[config.mk]
export PLATFORM = sky130hd
export DESIGN_NAME = add8_err_monitor
export DESIGN_NICKNAME = d
export VERILOG_FILES = /design/src/rtl/add8_err_monitor.sv
export SDC_FILE = /design/constraint.sdc
export NUM_CORES = 1
export LEC_CHECK = 0
export ABC_CLOCK_PERIOD_IN_PS = 6200
export CAP_MARGIN = 20
export CORE_MARGIN = 2
export CORE_UTILIZATION = 55
export CTS_BUF_LIST = sky130_fd_sc_hd__clkbuf_8
export CTS_CLUSTER_DIAMETER = 200
export CTS_CLUSTER_SIZE = 16
export DETAILED_ROUTE_END_ITERATION = 16
export PLACE_DENSITY = 0.83
export SYNTH_ARGS = -nofsm -noshare
export SYNTH_HDL_FRONTEND = slang
export SYNTH_SLANG_ARGS = --single-unit
[constraint.sdc]
create_clock -name clk -period 6.2 [get_ports clk]
set_input_delay 1.55 -clock clk [delete_from_list [all_inputs] [get_ports clk]]
set_output_delay 1.55 -clock clk [all_outputs]
set_load 0.02 [all_outputs]
[src/rtl/add8_err_monitor.sv]
// Error-characterisation engine: sweeps every operand pair through an attached
// approximate adder and accumulates error metrics. Define ADD8_ERR_MSE_EN to add sum_sq_err.
module add8_err_monitor #(
    parameter int WIDTH = 8
) (
    input  logic                 clk,
    input  logic                 rst,
    input  logic                 start,
    input  logic                 abort,
    output logic [WIDTH-1:0]     op_a,
    output logic [WIDTH-1:0]     op_b,
    input  logic [WIDTH:0]       approx_sum,
    output logic                 busy,
    output logic                 done,
    output logic                 results_valid,
    output logic [3*WIDTH:0]     sum_abs_err,
    output logic [WIDTH:0]       wce,
    output logic [2*WIDTH:0]     err_count,
    output logic [2*WIDTH+3:0]   hd_sum
`ifdef ADD8_ERR_MSE_EN
    ,
    output logic [4*WIDTH+1:0]   sum_sq_err
`endif
);

    localparam int HD_W = $clog2(WIDTH + 2);

    typedef enum logic [1:0] {
        IDLE  = 2'd0,
        SWEEP = 2'd1,
        DONE  = 2'd2
    } state_t;

    state_t state, next_state;

    logic [WIDTH:0]          exact_sum;
    logic signed [WIDTH+1:0] diff;
    logic signed [WIDTH+1:0] neg_diff;
    logic [WIDTH:0]          abs_err;
    logic [WIDTH:0]          xor_bits;
    logic [HD_W-1:0]         hd_bits;
    logic                    last_vec;
`ifdef ADD8_ERR_MSE_EN
    logic [2*WIDTH+1:0]      sq_err;
`endif

    // Error datapath for the operands currently presented to the adder.
    always_comb begin
        exact_sum = {1'b0, op_a} + {1'b0, op_b};
        diff      = signed'({1'b0, approx_sum}) - signed'({1'b0, exact_sum});
        neg_diff  = -diff;
        abs_err   = diff[WIDTH+1] ? neg_diff[WIDTH:0] : diff[WIDTH:0];
        xor_bits  = approx_sum ^ exact_sum;
        hd_bits   = '0;
        for (int i = 0; i <= WIDTH; i++) begin
            hd_bits = hd_bits + HD_W'(xor_bits[i]);
        end
        last_vec  = &{op_b, op_a};
    end

`ifdef ADD8_ERR_MSE_EN
    assign sq_err = abs_err * abs_err;
`endif

    // NOTE: sequential state uses non-blocking assignments so every register
    // samples pre-edge values, independent of process evaluation order.
    always_ff @(posedge clk or posedge rst) begin
        if (rst) begin
            state <= IDLE;
            done  <= 1'b0;
        end else begin
            state <= next_state;
            done  <= (state == SWEEP) && (next_state == DONE);
        end
    end

    // NOTE: next_state gets a default before the case so no path infers a latch.
    always_comb begin
        next_state = state;
        unique case (state)
            IDLE:    if (start) next_state = SWEEP;
            SWEEP:   if (abort) next_state = IDLE;
                     else if (last_vec) next_state = DONE;
            DONE:    if (start) next_state = SWEEP;
            default: next_state = IDLE;
        endcase
    end

    always_comb begin
        busy          = (state == SWEEP);
        results_valid = (state == DONE);
    end

    // Abort takes priority over the update, so an aborted cycle is not accumulated.
    always_ff @(posedge clk or posedge rst) begin
        if (rst) begin
            op_a        <= '0;
            op_b        <= '0;
            sum_abs_err <= '0;
            wce         <= '0;
            err_count   <= '0;
            hd_sum      <= '0;
`ifdef ADD8_ERR_MSE_EN
            sum_sq_err  <= '0;
`endif
        end else if (state == SWEEP) begin
            if (!abort) begin
                sum_abs_err  <= sum_abs_err + (3*WIDTH+1)'(abs_err);
                err_count    <= err_count + (2*WIDTH+1)'(abs_err != '0);
                hd_sum       <= hd_sum + (2*WIDTH+4)'(hd_bits);
                if (abs_err > wce) wce <= abs_err;
`ifdef ADD8_ERR_MSE_EN
                sum_sq_err   <= sum_sq_err + (4*WIDTH+2)'(sq_err);
`endif
                {op_b, op_a} <= {op_b, op_a} + 1'b1;
            end
        end else if (start) begin
            op_a        <= '0;
            op_b        <= '0;
            sum_abs_err <= '0;
            wce         <= '0;
            err_count   <= '0;
            hd_sum      <= '0;
`ifdef ADD8_ERR_MSE_EN
            sum_sq_err  <= '0;
`endif
        end
    end

endmodule

==> results_dict.tcl, run 1 <==
set metrics [dict create \
    cts_tree "built" \
    comb_power_share_pct 48.5 \
    multiInputGateArea_um2 3390 \
    cp_max_fo 6 \
    port-buffer-count 102 \
    synth_warnings 0 \
    netlist_top_cells_count "90 x dfrtp_1, 84 x nor2_1, 50 x nand2_1, 47 x ha_1, 44 x inv_1" \
    register_area_um2 2250 \
    p_sw_share_pct 39.4 \
    slew_viol_final 0 \
    synth_area_leaders "dfrtp_1 38%, ha_1 10%, xor2_1 6.1%, xnor2_1 5.5%, nor2_1 5.4%" \
    min_path_cells 1 \
    dieArea_um2 11500 \
    pwr-share-clk_pct 19.5 \
    viasPerCell 5.62 \
    cts_made_buffers 9 \
    synthToLayoutAreaGrowth_pct 24.5 \
    drc 0 \
    rows 37 \
    synth_seq_cells 90 \
    hpwl_mm 10.8 \
    die_w_um 107 \
    seq_area_frac_synth_pct 38.5 \
    ys.flop_type "dfrtp_1" \
    vdd_drop_max_v 0.000189 \
    clk_pin_slew_worst_paths_ps 90 \
    critPathKind "flip-flop to flip-flop" \
    relSlewSlack_pct 52.7 \
    finalHoldViolCount 0 \
    cp-start-kind "flip-flop" \
    start_util_pct 56.7 \
    worstPathRequired_ps 6420 \
    p_per_area_nw_per_um2 319 \
    synth.net_count 693 \
    yosysMostFrequentCell "dfrtp_1" \
    grt.overflow.total 0 \
    gp_congestion 0.926 \
    synthArstFlopShare_pct 100 \
    fin_skew_ps 13.9 \
    fin_crit_sh_pct 94.2 \
    antennaDiodeCount 0 \
    antenna_left 0 \
    crit_path_end_kind "flip-flop" \
    core_um2 10300 \
    seq_power_share_pct 32.0 \
    synth_edf_count 0 \
    setup_tns_ps 0 \
    p_sw_w 0.000916 \
    utilization_pct 70.6 \
    synth.distinct_cells 57 \
    fmaxAchievable_mhz 171 \
    synth.cell_area_um2 5850 \
    drt_wl_total_mm 14.4 \
    root_buffer "clkbuf_8" \
    wire_per_inst_um 16.5 \
    num_vias 4908 \
    cts_max_level 3 \
    grt_pass1_wl_mm 23.9 \
    dp.cells 856 \
    tightest_slew_ps 707 \
    fin_cells 873 \
    hp-class "flip-flop to flip-flop" \
    synth.avg_cell_area_um2 9.38 \
    hold_ws_ps 510 \
    finalSetupViolations 0 \
    rsz0062_at_grt "no" \
    r2r_cells 24 \
    critPathArrivalTime_ps 6060 \
    grtUsageTotal_pct 26.3 \
    ioPinCount 103 \
    firstDrtPassIters 4 \
    antenna_found_initial 0 \
    netlist.area_leader.share_pct 38.5 \
    clock_sinks 90 \
    drv_cap 0 \
    synth_area_leader_cell "dfrtp_1" \
    cts.path.max_buffers 2 \
    p_int_w 0.00141 \
    grt_pass1_vias 4968 \
    status "finished clean" \
    finalCriticalPeriod_ps 5840 \
    die_y_um 107 \
    drt-initial-drc-count 343 \
    clock_latency_ps 360 \
    drive_gt1_share_pct 6.51 \
    synthCells 624 \
    power.leakage_nw 3.29 \
    grt_max_degree 66 \
    nFillCells 800 \
    num-nets-final 801 \
]
-- cells in the final DEF (no fill, tap or decap), types with 4 or more instances in the layout --
cell type and count:
nor3_1 10, clkbuf_8 10, inv_1 44, dfrtp_1 90, or3_1 8, and2_1 4, fa_1 9, o21ai_0 31
nand2_1 50, xor2_1 41, clkdlybuf4s50_1 102, nor2b_1 8, nor2_1 84, nand4_1 11, mux2_2 5, a21o_1 8
buf_4 5, and3_1 13, o21bai_1 4, nand3_1 21, a22o_1 6, a21oi_1 31, xnor2_1 37, ha_1 47
mux2i_1 6
-- critical path, cell delays in order, from the launching register on --
cell and delay [ps]:
dfrtp_1 460, ha_1 220, inv_1 60, fa_1 410
inv_1 100, a21oi_1 60, o21ai_0 260, a21o_1 170
a21o_1 140, a21o_1 120, a21oi_1 80, ha_1 360
fa_1 560, inv_1 50, fa_1 380, fa_1 520
ha_1 320, a21o_1 170, a21oi_1 260, nor2b_1 90
o21ai_1 340, nor2_1 190, nand3_1 150, xor2_1 170
nor2_1 50
-- logic make-up after synthesis --
logic type / Yosys count / share of synthesized area (%)
AOI/OAI and AO/OA: 101 / 10.9
muxes: 13 / 2.63
xor gates and xnor gates: 80 / 12.2
buffers and inverters: 55 / 3.65
and+or+nand+nor: 229 / 19.0
adders and majority gates: 56 / 13.1
DFF: 90 / 38.5
-- per-stage QoR --
step / cell area (um^2) / setup slack, ps / power [W]
after floorplan: 5850 / 911 / 0.00151
after global placement: 7040 / 273 / 0.00182
after detailed placement: 7040 / 172 / 0.00187
after CTS: 7270 / 138 / 0.00233
after global routing: 7290 / 47.0 / 0.00249
final: 7290 / 361 / 0.00233
-- state kept, by name, summed over array words and instances (netlist names) --
| signal | flops |
|---|---|
| state | 2 |
| err_count | 17 |
| done | 1 |
| hd_sum | 20 |
| op_a | 8 |
| wce | 9 |
| op_b | 8 |
| sum_abs_err | 25 |
-- worst paths after layout --
check / from / endpoint / slack [ps]
setup / recovery: op_a[0] / hd_sum[19] / 360
setup reg to reg: op_a[0] / hd_sum[19] / 360
hold / removal: state[1] / state[1] / 510
max in group asynchronous: rst / op_a[2] / 3630
hold reg to reg: state[1] / state[1] / 510
min in group asynchronous: rst / sum_abs_err[15] / 1530
-- metal layers --
metal / up-vias / part of all wire [%] / routed length (um) / GRT usage (%)
li1: 2332 / - / - / -
met1: 2405 / 42 / 6100 / 33.2
met2: 137 / 51 / 7300 / 44.4
met3: 34 / 4.2 / 610 / 3.83
met4: 0 / 2.8 / 401 / 12.1
met5: - / 0 / 0 / 0
-- what timing repair did --
| action | 4_1_cts | 5_1_grt |
|---|---|---|
| setup endpoints to repair | 0 | 5 |
| buffers inserted | 0 | 0 |
| hold buffers | 0 | 0 |
| hold endpoints to repair | 0 | 0 |
| gates resized for setup | 0 | 1 |
-- final cells by class --
cell class,count,share of cell area (%)
repair buffers,108,14.8
flip-flops and latches,90,30.9
clock inverters,6,1.22
clock buffers,10,1.89
well taps,136,2.34
multi-input cells,479,46.6
inverters,44,2.28
-- power groups by stage --
stage	clock network [W]	logic [W]	registers, W
2_1_floorplan	0	0.000684	0.000828
3_3_place_gp	0	0.00107	0.000750
3_5_place_dp	0	0.00111	0.000756
4_1_cts	0.000464	0.00113	0.000744
5_1_grt	0.000483	0.00125	0.000756
6_report	0.000454	0.00113	0.000744
Power figures use the tool's default switching activity.
==> inputs of run 2 (changes only) <==
- ABC_CLOCK_PERIOD_IN_PS: 6200 -> 5800
- clock period: 6.2 -> 5.8 ns (I/O delays scaled with it)
==> results_dict.tcl, run 2 (synthesis gave the netlist of run 1 again) <==
set metrics [dict create \
    cts.path.max_buffers 2 \
    ioPinCount 103 \
    critPathBufInv 2 \
    grt.overflow.total 0 \
    clock_latency_ps 370 \
    antennaDiodeCount 0 \
    root_buffer "clkbuf_8" \
    fin_cells 878 \
    largest_register_ffs 25 \
    min_path_cells 1 \
    mostFrequentLayoutCell "clkdlybuf4s50_1" \
    slew_viol_final 0 \
    path_cells "clkdlybuf4s50_1 -> ha_1 -> nor2b_4 -> o2111ai_1 -> and3_1 -> nor3_2 -> a31o_1 -> or3_1 -> nand2_1 -> inv_1 -> ha_1 -> nor2b_1 -> o21a_1 -> o21ai_0 -> a21oi_1 -> a41oi_4 -> nor2_1 -> xnor2_1 -> nor2_1" \
    critPathKind "input port to flip-flop" \
    cp_max_fo 9 \
    dieArea_um2 11500 \
    start_util_pct 56.7 \
    finalSetupViolations 0 \
    rows 37 \
    p_per_area_nw_per_um2 334 \
    cts_tree "built" \
    clock_sinks 90 \
    num_vias 4914 \
    worstPathRequired_ps 6040 \
    crit_slowest_cell "clkdlybuf4s50_1" \
    crit_path_end_kind "flip-flop" \
    wire_per_inst_um 16.9 \
    drc 0 \
    finalCriticalPeriod_ps 5530 \
    largest_register "sum_abs_err" \
    reg.largest.list "sum_abs_err x25, hd_sum x20, err_count x17" \
    clk_pin_slew_worst_paths_ps 90 \
    gp_congestion 0.935 \
    crit_family "compound AO/OA/AOI/OAI gates" \
    fmaxAchievable_mhz 181 \
    hpwl_mm 11.1 \
    r2r_cells 23 \
    grt_pass1_vias 5213 \
    fin_skew_ps 11.1 \
    grtUsageTotal_pct 27.2 \
    multiInputGateArea_um2 3440 \
    synthToLayoutAreaGrowth_pct 24.8 \
    drt-initial-drc-count 334 \
    cp-start-kind "input port" \
    cts_max_level 3 \
    critPathArrivalTime_ps 5770 \
    antenna_found_initial 0 \
    die_w_um 107 \
    firstDrtPassIters 5 \
    grt_pass1_wl_mm 24.6 \
    hold_ws_ps 536 \
    fin_crit_sh_pct 95.4 \
    mostFrequentLayoutCells "102 x clkdlybuf4s50_1, 90 x dfrtp_1, 83 x nor2_1, 50 x nand2_1" \
    core_um2 10300 \
    num-nets-final 807 \
    viasPerCell 5.60 \
    antenna_left 0 \
    status "finished clean" \
    grt_max_degree 66 \
    die_y_um 107 \
    drv_cap 0 \
    drt_wl_total_mm 14.8 \
    nFillCells 782 \
    port-buffer-count 102 \
    dp.cells 860 \
    vdd_drop_max_v 0.000201 \
    cts_made_buffers 9 \
    finalHoldViolCount 0 \
    path_depth 19 \
    setup_tns_ps 0 \
    power.leakage_nw 3.29 \
    hp-class "flip-flop to flip-flop" \
    cts_hold_buf 0 \
    register_area_um2 2250 \
    relSlewSlack_pct 51.3 \
    rsz0062_at_grt "no" \
    tightest_slew_ps 728 \
    critPathMaxStageDelay_ps 460 \
    drive_gt1_share_pct 8.09 \
]
[run 2: cell types whose count changed in the layout (fill, tap and decap cells not counted), sizes merged]
| cell | previous run | this run |
|---|---|---|
| bufinv | 2 | 0 |
| clkbuf | 10 | 11 |
| buf | 6 | 12 |
[run 2: per-stage QoR]
| step | area, um^2 | worst slack (ps) | utilization (%) | total power (W) |
|---|---|---|---|---|
| 2_1_floorplan | 5850 | 511 | - | 0.00162 |
| 3_3_place_gp | 7070 | -9.05 | 68.5 | 0.00195 |
| 3_5_place_dp | 7070 | -201 | 68.5 | 0.00202 |
| 4_1_cts | 7240 | 180 | 70.1 | 0.00242 |
| 5_1_grt | 7310 | 10.7 | 70.8 | 0.00261 |
| 6_report | 7310 | 269 | 70.8 | 0.00244 |
[run 2: cell type report]
class / count / share of cell area (%)
timing repair buffer: 114 / 15.2
tap: 136 / 2.33
sequential: 90 / 30.8
inverter: 44 / 2.28
clock buffer: 11 / 2.07
clock inverter: 4 / 0.274
multi-input combinational: 479 / 47.0
[run 2: path summary, 6_finish.rpt]
check | startpoint | endpoint | slack (ps)
max | approx_sum[1] | sum_abs_err[16] | 270
min | state[1] | state[1] | 540
max reg2reg | op_b[0] | hd_sum[14] | 350
min reg2reg | state[1] | state[1] | 540
max in group asynchronous | rst | op_a[1] | 3210
min in group asynchronous | rst | err_count[11] | 1490
[run 2: timing repair]
action | CTS | global route
buffers inserted | 0 | 3
endpoints found under the setup margin | 0 | 33
gates resized for setup | 0 | 10
[run 2: report_power, final]
group / switching [W] / internal (W) / total [W] / leakage, nW
Combinational: 0.000686 / 0.000561 / 0.00125 / 1.97
Clock: 0.000224 / 0.000173 / 0.000398 / 0.0938
Sequential: 0.0000835 / 0.000710 / 0.000793 / 1.23
[run 2: layer usage]
| metal | share of wire (%) | track usage (%) | up-vias |
|---|---|---|---|
| met2 | 49 | 46.0 | 149 |
| met1 | 42 | 33.6 | 2396 |
| met3 | 5.5 | 5.47 | 33 |
| li1 | - | - | 2336 |
| met5 | 0 | 0 | - |
| met4 | 2.7 | 12.1 | 0 |
